File: src/rtl/prog_loader_pkg.sv
// Shared definitions for the serial boot loader: frame constants, FSM encoding
// and the byte-lane insert helper used by the word packer.
package prog_loader_pkg;

    localparam int unsigned LDR_ADDR_W = 8;
    localparam logic [7:0]  LDR_MAGIC  = 8'hA5;

    typedef enum logic [2:0] {
        LDR_IDLE = 3'd0,
        LDR_LEN0 = 3'd1,
        LDR_LEN1 = 3'd2,
        LDR_DATA = 3'd3,
        LDR_CSUM = 3'd4,
        LDR_RUN  = 3'd5,
        LDR_ERR  = 3'd6
    } ldr_state_e;

    // Little-endian placement: byte index 0 lands in bits [7:0].
    function automatic logic [31:0] insert_byte(input logic [31:0] word,
                                                input logic [1:0]  idx,
                                                input logic [7:0]  b);
        logic [31:0] w;
        w = word;
        w[8*idx +: 8] = b;
        return w;
    endfunction

endpackage

File: src/rtl/prog_loader_word_packer.sv
// Assembles four consecutive payload bytes into one little-endian 32-bit word
// and flags the byte that completes it.
module prog_loader_word_packer
    import prog_loader_pkg::*;
(
    input  logic        clk,
    input  logic        reset,
    input  logic        start,
    input  logic        shift_en,
    input  logic [7:0]  byte_in,
    output logic        word_ready,
    output logic [31:0] word_next
);

    logic [1:0]  idx_q, idx_d;
    logic [31:0] word_q, word_d;

    // word_next already contains the byte being accepted, so the top can
    // register the finished word on the same edge as the 4th byte.
    assign word_next  = insert_byte(word_q, idx_q, byte_in);
    assign word_ready = shift_en && (idx_q == 2'd3);

    always_comb begin
        idx_d  = idx_q;
        word_d = word_q;
        if (start) begin
            idx_d  = '0;
            word_d = '0;
        end else if (shift_en) begin
            idx_d  = idx_q + 2'd1;
            word_d = word_next;
        end
    end

    always_ff @(posedge clk) begin
        if (reset) begin
            idx_q  <= '0;
            word_q <= '0;
        end else begin
            idx_q  <= idx_d;
            word_q <= word_d;
        end
    end

endmodule

File: src/rtl/prog_loader.sv
// Boot loader: parses MAGIC/LEN/payload/CSUM frames from a byte stream, writes
// the payload words into imem and holds the CPU in reset until a valid image lands.
module prog_loader
    import prog_loader_pkg::*;
#(
    parameter int unsigned ADDR_W = LDR_ADDR_W,
    parameter logic [7:0]  MAGIC  = LDR_MAGIC
) (
    input  logic              clk,
    input  logic              reset,
    input  logic [7:0]        rx_data,
    input  logic              rx_valid,
    output logic              rx_ready,
    output logic              imem_we,
    output logic [ADDR_W-1:0] imem_waddr,
    output logic [31:0]       imem_wdata,
    output logic              cpu_reset,
    output logic              load_done,
    output logic              load_err
);

    localparam logic [16:0] LEN_MAX = 17'(1) << ADDR_W;

    ldr_state_e        state_q, state_d;
    logic [7:0]        len_lo_q, len_lo_d;
    logic [ADDR_W:0]   len_q, len_d;
    logic [ADDR_W-1:0] addr_q, addr_d;
    logic [7:0]        csum_q, csum_d;
    logic              rx_ready_q, imem_we_q, imem_we_d;
    logic [ADDR_W-1:0] imem_waddr_q, imem_waddr_d;
    logic [31:0]       imem_wdata_q, imem_wdata_d;
    logic              cpu_reset_q, cpu_reset_d;
    logic              load_done_q, load_done_d;
    logic              load_err_q, load_err_d;

    logic              accept;
    logic [15:0]       len_full;
    logic [ADDR_W:0]   addr_inc;
    logic              pk_start, pk_shift, word_ready;
    logic [31:0]       word_next;

    assign accept   = rx_valid && rx_ready_q;
    assign len_full = {rx_data, len_lo_q};
    // One extra bit so a full-capacity image (len == 2**ADDR_W) is still detected.
    assign addr_inc = {1'b0, addr_q} + (ADDR_W+1)'(1);

    prog_loader_word_packer u_packer (
        .clk        (clk),
        .reset      (reset),
        .start      (pk_start),
        .shift_en   (pk_shift),
        .byte_in    (rx_data),
        .word_ready (word_ready),
        .word_next  (word_next)
    );

    always_comb begin
        // NOTE: every signal gets a default first so no path leaves one unassigned (no latches).
        state_d      = state_q;
        len_lo_d     = len_lo_q;
        len_d        = len_q;
        addr_d       = addr_q;
        csum_d       = csum_q;
        pk_start     = 1'b0;
        pk_shift     = 1'b0;
        imem_we_d    = 1'b0;
        imem_waddr_d = imem_waddr_q;
        imem_wdata_d = imem_wdata_q;

        if (accept) begin
            unique case (state_q)
                LDR_IDLE: if (rx_data == MAGIC) state_d = LDR_LEN0;
                LDR_LEN0: begin
                    len_lo_d = rx_data;
                    state_d  = LDR_LEN1;
                end
                LDR_LEN1: begin
                    len_d    = len_full[ADDR_W:0];
                    addr_d   = '0;
                    csum_d   = '0;
                    pk_start = 1'b1;
                    if ({1'b0, len_full} > LEN_MAX) state_d = LDR_ERR;
                    else if (len_full == 16'd0)     state_d = LDR_CSUM;
                    else                            state_d = LDR_DATA;
                end
                LDR_DATA: begin
                    pk_shift = 1'b1;
                    csum_d   = csum_q ^ rx_data;
                    if (word_ready) begin
                        imem_we_d    = 1'b1;
                        imem_waddr_d = addr_q;
                        imem_wdata_d = word_next;
                        addr_d       = addr_inc[ADDR_W-1:0];
                        if (addr_inc == len_q) state_d = LDR_CSUM;
                    end
                end
                LDR_CSUM: state_d = (rx_data == csum_q) ? LDR_RUN : LDR_ERR;
                LDR_RUN,
                LDR_ERR:  if (rx_data == MAGIC) state_d = LDR_LEN0;
                default:  state_d = LDR_IDLE;
            endcase
        end

        // Status outputs are registered from the next state so they track it with no extra lag.
        cpu_reset_d = (state_d != LDR_RUN);
        load_done_d = (state_d == LDR_RUN);
        load_err_d  = (state_d == LDR_ERR);
    end

    always_ff @(posedge clk) begin
        // NOTE: sequential state uses non-blocking assignments only.
        if (reset) begin
            state_q      <= LDR_IDLE;
            len_lo_q     <= '0;
            len_q        <= '0;
            addr_q       <= '0;
            csum_q       <= '0;
            rx_ready_q   <= 1'b0;
            imem_we_q    <= 1'b0;
            imem_waddr_q <= '0;
            imem_wdata_q <= '0;
            cpu_reset_q  <= 1'b1;
            load_done_q  <= 1'b0;
            load_err_q   <= 1'b0;
        end else begin
            state_q      <= state_d;
            len_lo_q     <= len_lo_d;
            len_q        <= len_d;
            addr_q       <= addr_d;
            csum_q       <= csum_d;
            rx_ready_q   <= 1'b1;
            imem_we_q    <= imem_we_d;
            imem_waddr_q <= imem_waddr_d;
            imem_wdata_q <= imem_wdata_d;
            cpu_reset_q  <= cpu_reset_d;
            load_done_q  <= load_done_d;
            load_err_q   <= load_err_d;
        end
    end

    assign rx_ready   = rx_ready_q;
    assign imem_we    = imem_we_q;
    assign imem_waddr = imem_waddr_q;
    assign imem_wdata = imem_wdata_q;
    assign cpu_reset  = cpu_reset_q;
    assign load_done  = load_done_q;
    assign load_err   = load_err_q;

endmodule

File: config.mk
export PLATFORM = sky130hd
export DESIGN_NAME = prog_loader
export DESIGN_NICKNAME = d
export VERILOG_FILES = /design/src/rtl/prog_loader_pkg.sv /design/src/rtl/prog_loader_word_packer.sv /design/src/rtl/prog_loader.sv
export SDC_FILE = /design/constraint.sdc
export NUM_CORES = 1
export LEC_CHECK = 0
export CORE_MARGIN = 4
export CORE_UTILIZATION = 55
export CTS_CLUSTER_SIZE = 30
export DETAILED_ROUTE_END_ITERATION = 7
export GPL_TIMING_DRIVEN = 0
export PLACE_DENSITY = 0.78
export SLEW_MARGIN = 20
export SYNTH_ARGS = -nofsm -noshare
export SYNTH_HDL_FRONTEND = slang
export SYNTH_SLANG_ARGS = --single-unit
File: constraint.sdc
create_clock -name clk -period 3.7 [get_ports clk]
set_input_delay 0.74 -clock clk [delete_from_list [all_inputs] [get_ports clk]]
set_output_delay 0.74 -clock clk [all_outputs]
set_load 0.005 [all_outputs]
# == Word-level counts from Yosys, hierarchy flattened ==
# Index checks and enable logic that the tools add are counted.
# totals
word_cells,68
romBits,0
mem_count,0
out_inout_bits,45
ramBits,0
input_bits,11
regBits,115
latch_bits,0
# op_classes
div,0
order_cmp,1
bitwise_logic,3
add_sub_neg,3
eq_ne,14
n_reduce_logical,13
mul,0
shifts,2
n_mux,18
# ops
operator,count
$neg 5->34,1
$shift 8x34->32 const A,1
$shiftx 8x34->32,1
$bwmux 32,1
$pmux 8 s2,2
$mux 3,6
$gt 16x9->1 const B,1
$logic_not 16->1,1
$eq 3x3->1 const B,5
$pmux 3 s5,1
$add 8x1->9 const B,1
$eq 9x9->1,1
$eq 8x8->1,1
$eq 8x8->1 const B,1
$mux 8,1
$xor 8x8->8,1
$eq 3x2->1 const B,2
$mux 1,6
$reduce_and 2->1,3
$reduce_and 3->1,2
$reduce_or 3->1,2
$eq 3x1->1 const B,1
$logic_not 3->1,1
$ne 3x3->1 const B,1
other kinds (8),10

# == Depth between registers and ports, before layout ==
# logic_depth
ltp_word,8
ltp_mapped,8
depth_no_buf,7

# == Cells and area by module ==
# From an unflattened synthesis, not the netlist that was laid out.
# hier_totals
hier_cells,642
area_unflattened_um2,5336.4
# modules_own_cells
mod,cells_per_inst,area_per_inst_um2,seq_area_each_um2,n_inst
prog_loader,442,3527.1,1621.6,1
prog_loader_word_packer,200,1809.2,680.7,1

# == Worst setup path before layout ==
# No wires, ideal clock.
# synth_timing
path_kind,input -> register
startpoint,input rx_data[6]
endpoint,register cpu_reset_q (netlist: cpu_reset)
setup_time_ns,0.133
path_stages,7
path_buffers,1
slack_ns,0.878
arrival_ns,2.688
path_cell_list,buf_4 -> or4_4 -> or4_4 -> or4_1 -> a31oi_1 -> or3_2 -> o211ai_1
# synth_between
elab_chain_cells,6
word_cells_on_any_way,11
classes_between,1 x order compare; 3 x eq/ne; 6 x mux; 1 x reduce/logical
# synth_rtl
element,line_no,source
from (decl),prog_loader.sv:11,"input logic [7:0] rx_data,"
branches (longest 3 deep; another with $gt 16x9->1),n/a,
$pmux 3 s5 *,prog_loader.sv:71,unique case (state_q)
$mux 3 *,prog_loader.sv:70,if (accept) begin
$ne 3x3->1 *,prog_loader.sv:105,cpu_reset_d = (state_d != LDR_RUN);
to (signal assigned),prog_loader.sv:135,cpu_reset_q <= cpu_reset_d;
to (decl),prog_loader.sv:32,"logic cpu_reset_q, cpu_reset_d;"
# Every way passes the cells marked *.
# A chain may end at the register's enable or synchronous reset.

# == Worst setup path in the final report ==
# layout_timing
startpoint,input rx_valid
endpoint,register addr_q[5]
# layout_between
elab_chain_cells,5
# layout_rtl
element,line_no,source
from (decl),prog_loader.sv:12,"input logic rx_valid,"
$logic_and 1x1->1 *,prog_loader.sv:42,assign accept = rx_valid && rx_ready_q;
$mux 1,prog_loader.sv:70,
$logic_and 1x1->1,prog_loader_word_packer.sv:21,assign word_ready = shift_en && (idx_q == 2'd3);
$ne 2x1->1 (no source line),n/a,
$reduce_and 3->1 (no source line) *,n/a,
to (signal assigned),prog_loader.sv:129,addr_q <= addr_d;
to (decl),prog_loader.sv:27,"logic [ADDR_W-1:0] addr_q, addr_d;"
# Mark *: on every way between the ends. The rest lies on a longest branch, timed or not.

==> flow_summary.toml <==
[global_routing]
overflow = 0
grt_usage_pct = 25.6
grt_pass1_wl_mm = 20.9
antenna_found_initial = 0
grt_pass1_vias = 4274
grt_max_degree = 20

[pwr]
cellLeakagePower_nw = 1.88
p_per_area_nw_per_um2 = 355
ir_worst_vdd_mv = 0.249

[cts]
cts_resized = 0
clockRootBuffer = "clkbuf_8"
cts_tree = "yes"
hold_buffers = 0
insertion_delay_ns = 0.38
clock_path_buffers = 2
clk_pin_slew_ns = 0.10
cts_setup_buffers = 0
htree_levels = 3
numCtsBuffers = 9
cts_sinks = 107

[synthesis]
synth-edff-count = 0
synth-simple-area-share_pct = 22.1
synth.avg_cell_area_um2 = 8.43
syn-cell-area_um2 = 4800
synth_compound_area_share_pct = 21.8
seq_area_frac_synth_pct = 44.6
synth_top_family_by_area = "simple AND/OR/NAND/NOR gates"
yosys.area_share.adder_pct = 1.77
synthMuxAreaShare_pct = 1.67
synth-xor-area-share_pct = 3.47
yosys_most_used_dff = "dfxtp_1"
synthArstFlopShare_pct = 0
yosys_register_bits = 107
syn-num-nets = 586
synthCells = 569
yosysUniqueCellTypes = 56
yosysWarnings = 0

[timing]
fmax_ghz = 0.328
hold_viol_final = 0
fin_setup_tns_ns = 0
fin_skew_ns = 0.0111
fin_hold_ws_ns = 0.464
slew_viol_final = 0
worst-slew-pin-transition_ns = 1.01
setup_viol = 0
fin_crit_sh_pct = 82.3
period_minus_slack_ns = 3.05
slew_headroom_pct = 32.1
rsz0062_at_grt = "no"

[outcome]
status = "finished, final reports clean"

[worst_setup_path]
crit_chain = "clkdlybuf4s50_1 > and2_1 > clkbuf_1 > nand3_1 > nor2_1 > nor2_1 > o21ai_0 > a21oi_1"
cpMaxStageDelayCell = "nor2_1"
cp-end-kind = "flop"
cp_max_fo = 10
critPathArrivalTime_ns = 3.29
critPathLaunchType = "primary input"
worst_path_largest_cell_delay_ns = 0.62
crit_top_cell = "nor2_1"
critPathRequiredTime_ns = 3.94
path_class = "primary input to flop"

[final_layout]
seq_area_um2 = 2140
layout-drive-gt1-share_pct = 4.25
layout_commonest_cell = "dfxtp_1"
nNetsFinal = 647
multiInputGateArea_um2 = 2440
synthToLayoutAreaGrowth_pct = 17.7
finish.utilization_pct = 67.7
n_antenna_cell = 0
fillers = 698
layout_common_cells = "dfxtp_1 (107), nor2_1 (81), a21oi_1 (57), a211oi_1 (50), clkdlybuf4s50_1 (50)"

[drt]
num_vias = 4461
viasPerCell = 6.03
first_pass_iters = 5
routed_wl_mm = 12.7
ant_nets = 0
wl_per_cell_um = 17.1
drt_iter0_drc = 320
drcViolationCount = 0

[floorplan]
fp.dieArea_um2 = 10300
start_util_pct = 57.5
die_h_um = 101
ios = 56
coreArea_um2 = 8340
die_w_um = 101
rows = 33

[place]
io_buffers = 50
dp_hpwl_mm = 8.85
gp_congestion = 0.889

[hold_path]
hold_path_class = "flop to flop"

[job]
maxCapViolations = 0
## synth_stat cells (2+ instances only)
cell type | instances | share of area (%)
or2_2 | 2 | 0.26
a21boi_0 | 2 | 0.31
xnor2_1 | 6 | 1.1
mux2i_1 | 8 | 1.7
nand2_1 | 37 | 2.9
and2_1 | 4 | 0.52
nor2_1 | 81 | 6.3
a21oi_1 | 57 | 5.9
a211o_1 | 2 | 0.37
nand3b_1 | 11 | 1.7
nor4b_1 | 2 | 0.37
nand4_1 | 2 | 0.26
dfxtp_1 | 107 | 45
o211ai_1 | 3 | 0.47
a31oi_1 | 3 | 0.39
o21ai_0 | 24 | 2.5
nand4b_1 | 3 | 0.55
buf_1 | 2 | 0.16
inv_1 | 7 | 0.55
or3_1 | 3 | 0.39
nor2b_1 | 26 | 3.4
ha_1 | 6 | 1.6
or4_1 | 3 | 0.47
a211oi_1 | 50 | 7.8
a22o_1 | 8 | 1.5
nor3b_1 | 2 | 0.31
nor4_1 | 5 | 0.65
clkbuf_1 | 42 | 3.3
and3_1 | 2 | 0.26
nand3_1 | 8 | 0.83
nor3_1 | 8 | 0.83
xor2_1 | 13 | 2.4
or4_4 | 2 | 0.47
a22oi_1 | 2 | 0.31
buf_2 | 2 | 0.21
o211a_1 | 2 | 0.42
and3b_1 | 3 | 0.55
## registers in the layout, summed over array words and instances (netlist names)
name             cells
imem_waddr           8
u_packer.word_q     24
rx_ready             1
csum_q               8
load_err             1
len_q                9
state_q              3
len_lo_q             8
u_packer.idx_q       2
load_done            1
addr_q               8
imem_wdata          32
imem_we              1
cpu_reset            1
## final timing paths
check | endpoint | slack, ns | from | cells after the start
max reg2reg | load_err | 0.88 | addr_q[0] | 8
min | imem_waddr[7] | 0.46 | imem_waddr[7] | 2
min reg2reg | imem_waddr[7] | 0.46 | imem_waddr[7] | 2
max | addr_q[5] | 0.65 | rx_valid | 8
## routing by layer
layer  track usage, %  up-vias  share of wire (%)
met5                0        -                  0
met4             8.18        0                2.4
met3             5.58       26                7.2
met2             41.4      182                 47
met1             34.2     2117                 43
li1                 -     2136                  -
## per-stage QoR
stage,worst slack [ns],cells,power (mW),area [µm²]
3_3_place_gp,0.418,724,1.26,5430
5_1_grt,0.388,740,2.07,5650
3_5_place_dp,0.281,724,1.26,5430
2_1_floorplan,0.878,569,1.23,4800
6_report,0.654,740,2.01,5650
4_1_cts,0.686,740,2.01,5650
## layout make-up
class | instances | area share [%]
Buffer | 48 | 3.43
Clock inverter | 6 | 1.44
Multi-Input combinational cell | 407 | 43.1
Inverter | 7 | 0.465
Clock buffer | 10 | 2.44
Timing Repair Buffer | 50 | 8.86
Sequential cell | 107 | 37.9
Tap cell | 105 | 2.33
## cells by family (layout without fill, tap and decap cells)
kind of cell             after synthesis  after routing
XOR/XNOR                              19             19
buffers and inverters                 55            121
AO/OA/AOI/OAI                        163            163
adder cells (fa/ha/maj)                7              7
flip-flops                           107            107
multiplexers                           8              8
AND/OR/NAND/NOR                      210            210
## power by group
| group | total, mW | switching (mW) | internal [mW] |
|---|---|---|---|
| logic | 0.0848 | 0.0613 | 0.0235 |
| clock network | 0.768 | 0.423 | 0.345 |
| registers | 1.15 | 0.00126 | 1.15 |
| total | 2.01 | 0.486 | 1.52 |
## worst max-delay path, delay by kind of cell
kind,cells,cell delay [ns]
buffers and inverters,2,0.80
and+or+nand+nor,4,1.42
AOI/OAI and AO/OA,2,0.32
No activity file was read; power rests on OpenSTA's default activity.
